### config.mk
export PLATFORM = sky130hd
export DESIGN_NAME = b_req_ack_responder
export DESIGN_NICKNAME = d
export VERILOG_FILES = /design/src/rtl/hierIncludeB_package.sv /design/src/rtl/b_rsp_accum.sv /design/src/rtl/b_req_ack_responder.sv
export SDC_FILE = /design/constraint.sdc
export NUM_CORES = 1
export LEC_CHECK = 0
export CORE_UTILIZATION = 55
export DETAILED_ROUTE_END_ITERATION = 8
export PLACE_DENSITY = 0.79
export REMOVE_ABC_BUFFERS = 1
export SLEW_MARGIN = 20
export SYNTH_ARGS = -nofsm -noshare
export SYNTH_HDL_FRONTEND = slang
export SYNTH_SLANG_ARGS = --single-unit
### constraint.sdc
create_clock -name clk -period 3.1 [get_ports clk]
set_input_delay 0.31 -clock clk [delete_from_list [all_inputs] [get_ports clk]]
set_output_delay 0.31 -clock clk [all_outputs]
set_load 0.05 [all_outputs]
### src/rtl/hierIncludeB_package.sv
// ---------------------------------------------------------------------------
// hierIncludeB_package : B-side request and response types | Rev 1.0
// ---------------------------------------------------------------------------
`default_nettype none

package hierIncludeB_package;

  localparam int B_ANOTHER_SIZE = 8;
  typedef logic [B_ANOTHER_SIZE-1:0] bSizeT;

  typedef struct packed {
    bSizeT bAnother;
  } bSt;

  localparam int B_RSP_CNT_SIZE = 8;
  typedef logic [B_RSP_CNT_SIZE-1:0] bRspCntT;

  typedef struct packed {
    bSizeT   sum;
    bRspCntT count;
    logic    overflow;
  } bRspSt;

  typedef enum logic [1:0] {
    IDLE = 2'd0,
    BUSY = 2'd1,
    ACK  = 2'd2
  } bRespStateT;

endpackage

`default_nettype wire

### src/rtl/b_rsp_accum.sv
// ---------------------------------------------------------------------------
// b_rsp_accum : sum/count/overflow accumulator with clear and update | Rev 1.0
// ---------------------------------------------------------------------------
`default_nettype none

module b_rsp_accum
  import hierIncludeB_package::*;
#(
  parameter int COUNT_SAT = 1
) (
  input  logic                      clk,
  input  logic                      rst,
  input  logic                      clr,
  input  logic                      upd,
  input  logic [B_ANOTHER_SIZE-1:0] add_val,
  output logic [$bits(bRspSt)-1:0]  nxt
);

  bRspSt                   r_tot;
  bRspSt                   w_base;
  bRspSt                   w_nxt;
  logic [B_ANOTHER_SIZE:0] w_sum;

  // The next-value view already honours a same-cycle clear, so a transaction
  // accepted together with clr reports totals built from zero.
  always_comb begin
    w_base = clr ? '0 : r_tot;
    w_sum  = {1'b0, w_base.sum} + {1'b0, add_val};
    w_nxt  = '0;
    w_nxt.sum      = w_sum[B_ANOTHER_SIZE-1:0];
    w_nxt.overflow = w_base.overflow | w_sum[B_ANOTHER_SIZE];
    if ((COUNT_SAT != 0) && (&w_base.count)) begin
      w_nxt.count = w_base.count;
    end else begin
      w_nxt.count = w_base.count + 1'b1;
    end
  end

  assign nxt = w_nxt;

  always_ff @(posedge clk) begin
    if (rst) begin
      r_tot <= '0;
    end else if (clr) begin
      r_tot <= '0;
    end else if (upd) begin
      r_tot <= w_nxt;
    end
  end

endmodule

`default_nettype wire

### src/rtl/b_req_ack_responder.sv
// ---------------------------------------------------------------------------
// b_req_ack_responder : req/ack responder accumulating bSt.bAnother | Rev 1.0
// ---------------------------------------------------------------------------
`default_nettype none

module b_req_ack_responder
  import hierIncludeB_package::*;
#(
  parameter int LATENCY   = 3,
  parameter int COUNT_SAT = 1
) (
  input  logic                     clk,
  input  logic                     rst,
  input  logic                     bReq_req,
  input  logic [$bits(bSt)-1:0]    bReq_reqData,
  output logic                     bReq_ack,
  output logic [$bits(bRspSt)-1:0] bReq_ackData,
  input  logic                     clr,
  output logic                     busy,
  output logic                     protoErr
);

  localparam logic [3:0] C_LAT_LOAD = 4'(LATENCY - 1);

  bRespStateT                r_state;
  logic                      r_req_q;
  logic [3:0]                r_cnt;
  bSizeT                     r_data;
  bSt                        w_req;
  bSizeT                     w_add;
  logic                      w_accept;
  logic                      w_clr;
  logic                      w_upd;
  logic [$bits(bRspSt)-1:0]  w_next;

  assign w_req    = bSt'(bReq_reqData);
  assign w_accept = (r_state == IDLE) && bReq_req && !r_req_q;
  assign w_clr    = (r_state == IDLE) && clr;
  assign w_upd    = (r_state == ACK);
  // In IDLE the operand is the live payload so LATENCY=1 can ack next cycle.
  assign w_add    = (r_state == IDLE) ? w_req.bAnother : r_data;

  b_rsp_accum #(
    .COUNT_SAT (COUNT_SAT)
  ) u_accum (
    .clk     (clk),
    .rst     (rst),
    .clr     (w_clr),
    .upd     (w_upd),
    .add_val (w_add),
    .nxt     (w_next)
  );

  always_ff @(posedge clk) begin
    if (rst) begin
      r_state      <= IDLE;
      r_req_q      <= 1'b0;
      r_cnt        <= '0;
      r_data       <= '0;
      bReq_ack     <= 1'b0;
      bReq_ackData <= '0;
      busy         <= 1'b0;
      protoErr     <= 1'b0;
    end else begin
      r_req_q      <= bReq_req;
      bReq_ack     <= 1'b0;
      bReq_ackData <= '0;
      case (r_state)
        IDLE: begin
          if (w_accept) begin
            r_data <= w_req.bAnother;
            r_cnt  <= C_LAT_LOAD;
            busy   <= 1'b1;
            if (LATENCY <= 1) begin
              r_state      <= ACK;
              bReq_ack     <= 1'b1;
              bReq_ackData <= w_next;
            end else begin
              r_state <= BUSY;
            end
          end
        end
        BUSY: begin
          if (!bReq_req) begin
            protoErr <= 1'b1;
          end
          r_cnt <= r_cnt - 1'b1;
          if (r_cnt <= 4'd1) begin
            r_state      <= ACK;
            bReq_ack     <= 1'b1;
            bReq_ackData <= w_next;
          end
        end
        ACK: begin
          r_state <= IDLE;
          busy    <= 1'b0;
        end
        default: begin
          r_state <= IDLE;
          busy    <= 1'b0;
        end
      endcase
    end
  end

endmodule

`default_nettype wire

==> reports/metrics.yaml, run 1 <==
p_int_mw: 0.966
fin_area_um2: 2920
finalSetupViolCount: 0
nNetsFinal: 335
whs_ns: 0.449
dieArea_um2: 4770
syn_to_final_growth_pct: 17.8
ys_seq_area_frac: 0.421
synthMuxAreaShare: 0.0450
ys_async_sr_fraction: 0
cp_slowest_stage_delay_ns: 0.53
rsz0062_at_grt: "no"
drtAntennaViolNets: 0
maxSlewViolCount: 0
layout.area.seq_um2: 1040
clock_latency_ns: 0.30
synth-main-ff-cell: "dfxtp_1"
final_layout_size_suffix_gt1_frac: 0.103
dp.cells: 356
drv_cap: 0
synth_top_family_by_area: "simple AND/OR/NAND/NOR gates"
skew_ns: 0.00421
synthAdderAreaFrac: 0.0637
hold_viol: 0
grt_max_degree: 18
grt_remaining_overflow: 0
postCtsHoldBufs: 0
syn_inst: 280
period_minus_slack_ns: 2.65
crit_path_end_kind: "flip-flop"
postCtsSetupBuffers: 0
cp-start-kind: "primary input"
critical_path_class: "in -> reg"
rows: 24
hp-class: "reg -> reg"
syn_area_per_cell_um2: 8.84
ios: 32
synth_most_common_cell: "dfxtp_1"
worst_slew_pin_slew_ns: 0.677
cts_tree: "yes"
synth-simple-area-share: 0.249
drtIter0Drc: 119
start_util: 0.568
ctsResizeCount: 0
cp.arrival_ns: 2.89
yosys_warnings: 0
grt_use_total: 0.220
yosys-top-cells-count: "52 x dfxtp_1, 37 x nand2_1, 29 x a21oi_1"
via_per_inst: 5.57
clockRootBuffer: "clkbuf_8"
status: "finished clean"
p_sw_mw: 0.353
maxSlewHeadroom: 0.549
placed_cell_area_um2: 2830
synth_compound_area_frac: 0.137
multi_input_area_um2: 1350
dp_hpwl_um: 3580
core-area_um2: 4350
dr.pass1.iters: 5
synth-xor-area-share: 0.0495
powerDensity_nw_per_um2: 452
synth_top_area_cell: "dfxtp_1"
vias: 2028
cp_common_cell: "nand3_1"
drcViolationCount: 0
fin_crit_sh: 0.855
fillers: 347
ys_top_cells_by_area: "dfxtp_1 42%, a21oi_1 5.9%, nand2_1 5.6%, ha_1 5.6%, mux2_2 4.1%"
synth_edf_count: 0
synth_cell_types: 46
setup_tns_ns: 0
fin_cells: 364
critPathSlowestCell: "or4_1"
critPathBufInv: 1
p_leak_nw: 1.11
ir_drop_mv: 0.281
diodes: 0
pwr-share-comb: 0.172
cts_max_level: 2
io_buffers: 31
path_clk_slew_ns: 0.08
die-height_um: 69.1
worst-endpoint-required_ns: 3.34
yosys.area.top_type_share: 0.421
crit_chain: "clkdlybuf4s50_1, or3b_1, and2_1, ha_1, nand3_1, nand2_1, a31oi_1, or4_1, nand3_1"
yosys_register_bits: 52
clock_power_share: 0.292
clock-sinks: 52
wl_per_cell_um: 13.6
utilization: 0.670
cp_max_fo: 13
grt_pass1_wl_um: 8590
max_freq_mhz: 377
first_global_vias: 1951
cts.path.max_buffers: 2
syn_area_um2: 2470
antenna_found_initial: 0
place.gp.congestion: 0.848
cp_top_family: "simple AND/OR/NAND/NOR gates"
routed_wl_um: 4970
cts_made_buffers: 5
die_w_um: 69.1
p_sw_frac: 0.267
seqPwrFrac: 0.536
final cells by class:
cell class,count,area share
repair buffers,36,0.119
inverters,7,0.00901
multi-input cells,209,0.461
clock buffers,8,0.0309
well taps,52,0.0223
flip-flops and latches,52,0.357
layout by cell type (no fill, tap or decap), types with 8 or more instances in the layout:
cell type	count
a21oi_1	29
and2_1	13
clkdlybuf4s50_1	31
dfxtp_1	52
ha_1	11
mux2_2	9
nand2_1	37
nand3_1	10
nor2_1	25
xor2_1	8
worst register-to-register path, cell delays in order, from the launching register on:
cell and delay, ns:
dfxtp_1 0.40, nor2_2 0.41, mux2_2 0.40, ha_1 0.33, nand3_1 0.13, nand2_1 0.13
a31oi_1 0.16, or4_1 0.53, nand3_1 0.09
power by group through the flow:
stage	logic, mW	clock network [mW]	registers, mW
final	0.226	0.385	0.707
after CTS	0.226	0.393	0.707
after detailed placement	0.225	0	0.723
after floorplan	0.127	0	0.744
after global routing	0.249	0.418	0.711
after global placement	0.222	0	0.722
registers in the layout, summed over array words and instances (netlist names):
register / cells
bReq_ack: 1
bReq_ackData: 17
busy: 1
protoErr: 1
r_cnt: 4
r_data: 8
r_req_q: 1
r_state: 2
u_accum.r_tot: 17
path summary, 6_finish.rpt:
| path | from | endpoint | slack (ns) | cells past startpoint |
|---|---|---|---|---|
| worst min register to register | u_accum.r_tot[16]$_SDFFE_PP0N_ | u_accum.r_tot[16]$_SDFFE_PP0N_ | 0.45 | 2 |
| worst min-delay path | u_accum.r_tot[16]$_SDFFE_PP0N_ | u_accum.r_tot[16]$_SDFFE_PP0N_ | 0.45 | 2 |
| worst max register to register | r_state[1]$_SDFFE_PP0P_ | u_accum.r_tot[14]$_SDFFE_PP0N_ | 0.47 | 8 |
| worst max-delay path | clr | u_accum.r_tot[14]$_SDFFE_PP0N_ | 0.45 | 9 |
cell families (layout without fill, tap and decap cells):
logic type               count (synthesis)  in the layout
AND/OR/NAND/NOR                        120            120
AO/OA/AOI/OAI                           53             53
flip-flops                              52             52
buffers and inverters                   19             51
XOR/XNOR                                14             14
adder cells (fa/ha/maj)                 12             12
multiplexers                            10             10
routing by layer:
layer	routed length, µm	GRT usage	vias up	part of all wire
met5	0	0	-	0
met4	49	0.0612	0	0.0099
met3	235	0.0453	6	0.047
li1	-	-	1022	-
met2	2370	0.374	59	0.48
met1	2310	0.282	941	0.47
through the flow:
stage | total power, mW | worst slack, ns
after floorplan | 0.871 | 0.698
after global placement | 0.944 | 0.176
after detailed placement | 0.948 | 0.136
after CTS | 1.33 | 0.440
after global routing | 1.38 | 0.228
final | 1.32 | 0.448
(Power assumes the default switching activity.)
==> run 2: changes to the inputs <==
--- a/config.mk
+++ b/config.mk
@@ -12,4 +12,5 @@
 export SLEW_MARGIN = 20
 export SYNTH_ARGS = -nofsm -noshare
 export SYNTH_HDL_FRONTEND = slang
+export SYNTH_HIERARCHICAL = 1
 export SYNTH_SLANG_ARGS = --single-unit
==> reports/metrics.yaml, run 2 <==
status: "complete, but fails checks"
violations: "DRC"
critPathSlowestCell: "or4b_4"
start_util: 0.585
syn_inst: 293
ys_seq_area_frac: 0.400
cts_made_buffers: 5
rows: 24
first_global_vias: 1975
yosys.area.top_type_share: 0.400
grt_pass1_wl_um: 8560
die-height_um: 70.8
cts.path.max_buffers: 2
yosys-top-cells-count: "52 x dfxtp_1, 29 x nand2_1, 24 x a21oi_1"
fillers: 374
total_power_mw: 1.35
worst_slew_pin_slew_ns: 0.796
maxSlewHeadroom: 0.466
grt_remaining_overflow: 0
max_freq_mhz: 353
syn_area_per_cell_um2: 8.88
period_minus_slack_ns: 2.84
via_per_inst: 5.51
cts_tree: "yes"
place.gp.congestion: 0.828
postCtsHoldBufs: 0
utilization: 0.680
final_cell_mix: "52 x dfxtp_1, 31 x clkdlybuf4s50_1, 29 x nand2_1"
fin_crit_sh: 0.915
dp_hpwl_um: 3470
cp_max_fo: 13
finalSetupViolCount: 0
worst-endpoint-required_ns: 3.31
die_w_um: 70.8
synth_most_common_cell: "dfxtp_1"
cp_common_cell: "and2_1"
dieArea_um2: 5010
hp-class: "reg -> reg"
synth_top_area_cell: "dfxtp_1"
routed_wl_um: 4940
postCtsSetupBuffers: 0
setup_tns_ns: 0
yosys_warnings: 6
r2r_setup_slack_ns: 0.26
syn_area_um2: 2600
cp.arrival_ns: 3.04
grt_use_total: 0.214
antenna_found_initial: 0
drtAntennaViolNets: 0
skew_ns: 0.0105
ff2ff_path_depth: 8
clock-sinks: 52
vias: 2055
cts_max_level: 2
mostFrequentLayoutCell: "dfxtp_1"
cp-start-kind: "flip-flop"
final_layout_size_suffix_gt1_frac: 0.0872
ir_drop_mv: 0.216
ys_top_cells_by_area: "dfxtp_1 40%, ha_1 5.3%, and2_1 5.1%, a21oi_1 4.6%, nand2_1 4.2%"
drtIter0Drc: 114
hold_viol: 0
drv_cap: 0
maxSlewViolCount: 0
whs_ns: 0.458
ctsResizeCount: 0
ios: 32
crit_chain: "nor2_2, and2_1, nor2b_1, ha_1, nand3_1, or4b_4, mux2_4, and2_1"
crit_path_end_kind: "flip-flop"
top_regs: "bReq_ackData x17, u_accum/r_tot x17, r_data x8"
io_buffers: 31
cp_slowest_stage_delay_ns: 0.64
dr.pass1.iters: 6
rsz0062_at_grt: "no"
nNetsFinal: 345
path_clk_slew_ns: 0.09
holdPathStages: 2
diodes: 0
powerDensity_nw_per_um2: 446
yosys_register_bits: 52
ys_async_sr_fraction: 0
syn_to_final_growth_pct: 16.3
synth_cell_types: 44
synth_edf_count: 0
drcViolationCount: 2
core-area_um2: 4440
grt_max_degree: 25
critical_path_class: "reg -> reg"
wl_per_cell_um: 13.3
clockRootBuffer: "clkbuf_8"
p_leak_nw: 1.16
clock_latency_ns: 0.30
synth-main-ff-cell: "dfxtp_1"
==> run 2: cell count changes after synthesis, moves of 6 or more <==
cell,previous run,this run
mux2i_1,1,7
nor2b_1,5,17
nand2_1,37,29
nor2_1,25,18
and2_1,13,21
==> run 2: layer usage <==
layer	part of all wire	global-route usage	vias to the layer above	routed length, µm
met2	0.45	0.353	34	2250
met1	0.49	0.267	958	2440
met5	0	0	-	0
met3	0.029	0.0385	11	142
li1	-	-	1052	-
met4	0.022	0.118	0	108
==> run 2: report_power, final <==
part / total, mW / internal (mW) / switching, mW
sequential: 0.711 / 0.692 / 0.0188
clock: 0.402 / 0.199 / 0.203
combinational: 0.236 / 0.100 / 0.136
total: 1.35 / 0.991 / 0.358
==> run 2: cells by family after synthesis <==
group | share of synthesized area
flip-flops | 0.400
buffers and inverters | 0.0433
AO/OA/AOI/OAI | 0.0962
AND/OR/NAND/NOR | 0.292
XOR/XNOR | 0.0404
adder cells (fa/ha/maj) | 0.0606
multiplexers | 0.0673
==> run 2: final cells by class <==
type                            count  area [µm²]  area share
Timing Repair Buffer               35         340       0.113
Multi-Input combinational cell    218        1450       0.479
Sequential cell                    52        1040       0.344
Inverter                            9        33.8      0.0112
Tap cell                           52        65.1      0.0215
Clock buffer                        7        96.3      0.0319
==> run 2: path summary, 6_finish.rpt <==
kind / from / to
worst max-delay path: r_state[0]$_SDFFE_PP0P_ / bReq_ackData[2]$_SDFF_PP0_
worst min-delay path: r_data[1]$_SDFFE_PP0P_ / r_data[1]$_SDFFE_PP0P_
worst max register to register: r_state[0]$_SDFFE_PP0P_ / bReq_ackData[2]$_SDFF_PP0_
worst min register to register: r_data[1]$_SDFFE_PP0P_ / r_data[1]$_SDFFE_PP0P_
==> run 2: through the flow <==
stage	setup WS, ns	cell area (µm²)	instances
CTS	0.275	3020	373
global route	0.0794	3020	373
finish	0.263	3020	373
detailed placement	0.149	2930	366
global placement	0.220	2930	366
floorplan	0.383	2520	279
==> run 2: critical path: cells and delay by family, from the launching register on <==
| kind | cells | cell delay [ns] |
|---|---|---|
| simple gates | 6 | 1.60 |
| flops | 1 | 0.50 |
| mux | 1 | 0.32 |
| fa+ha+maj | 1 | 0.30 |
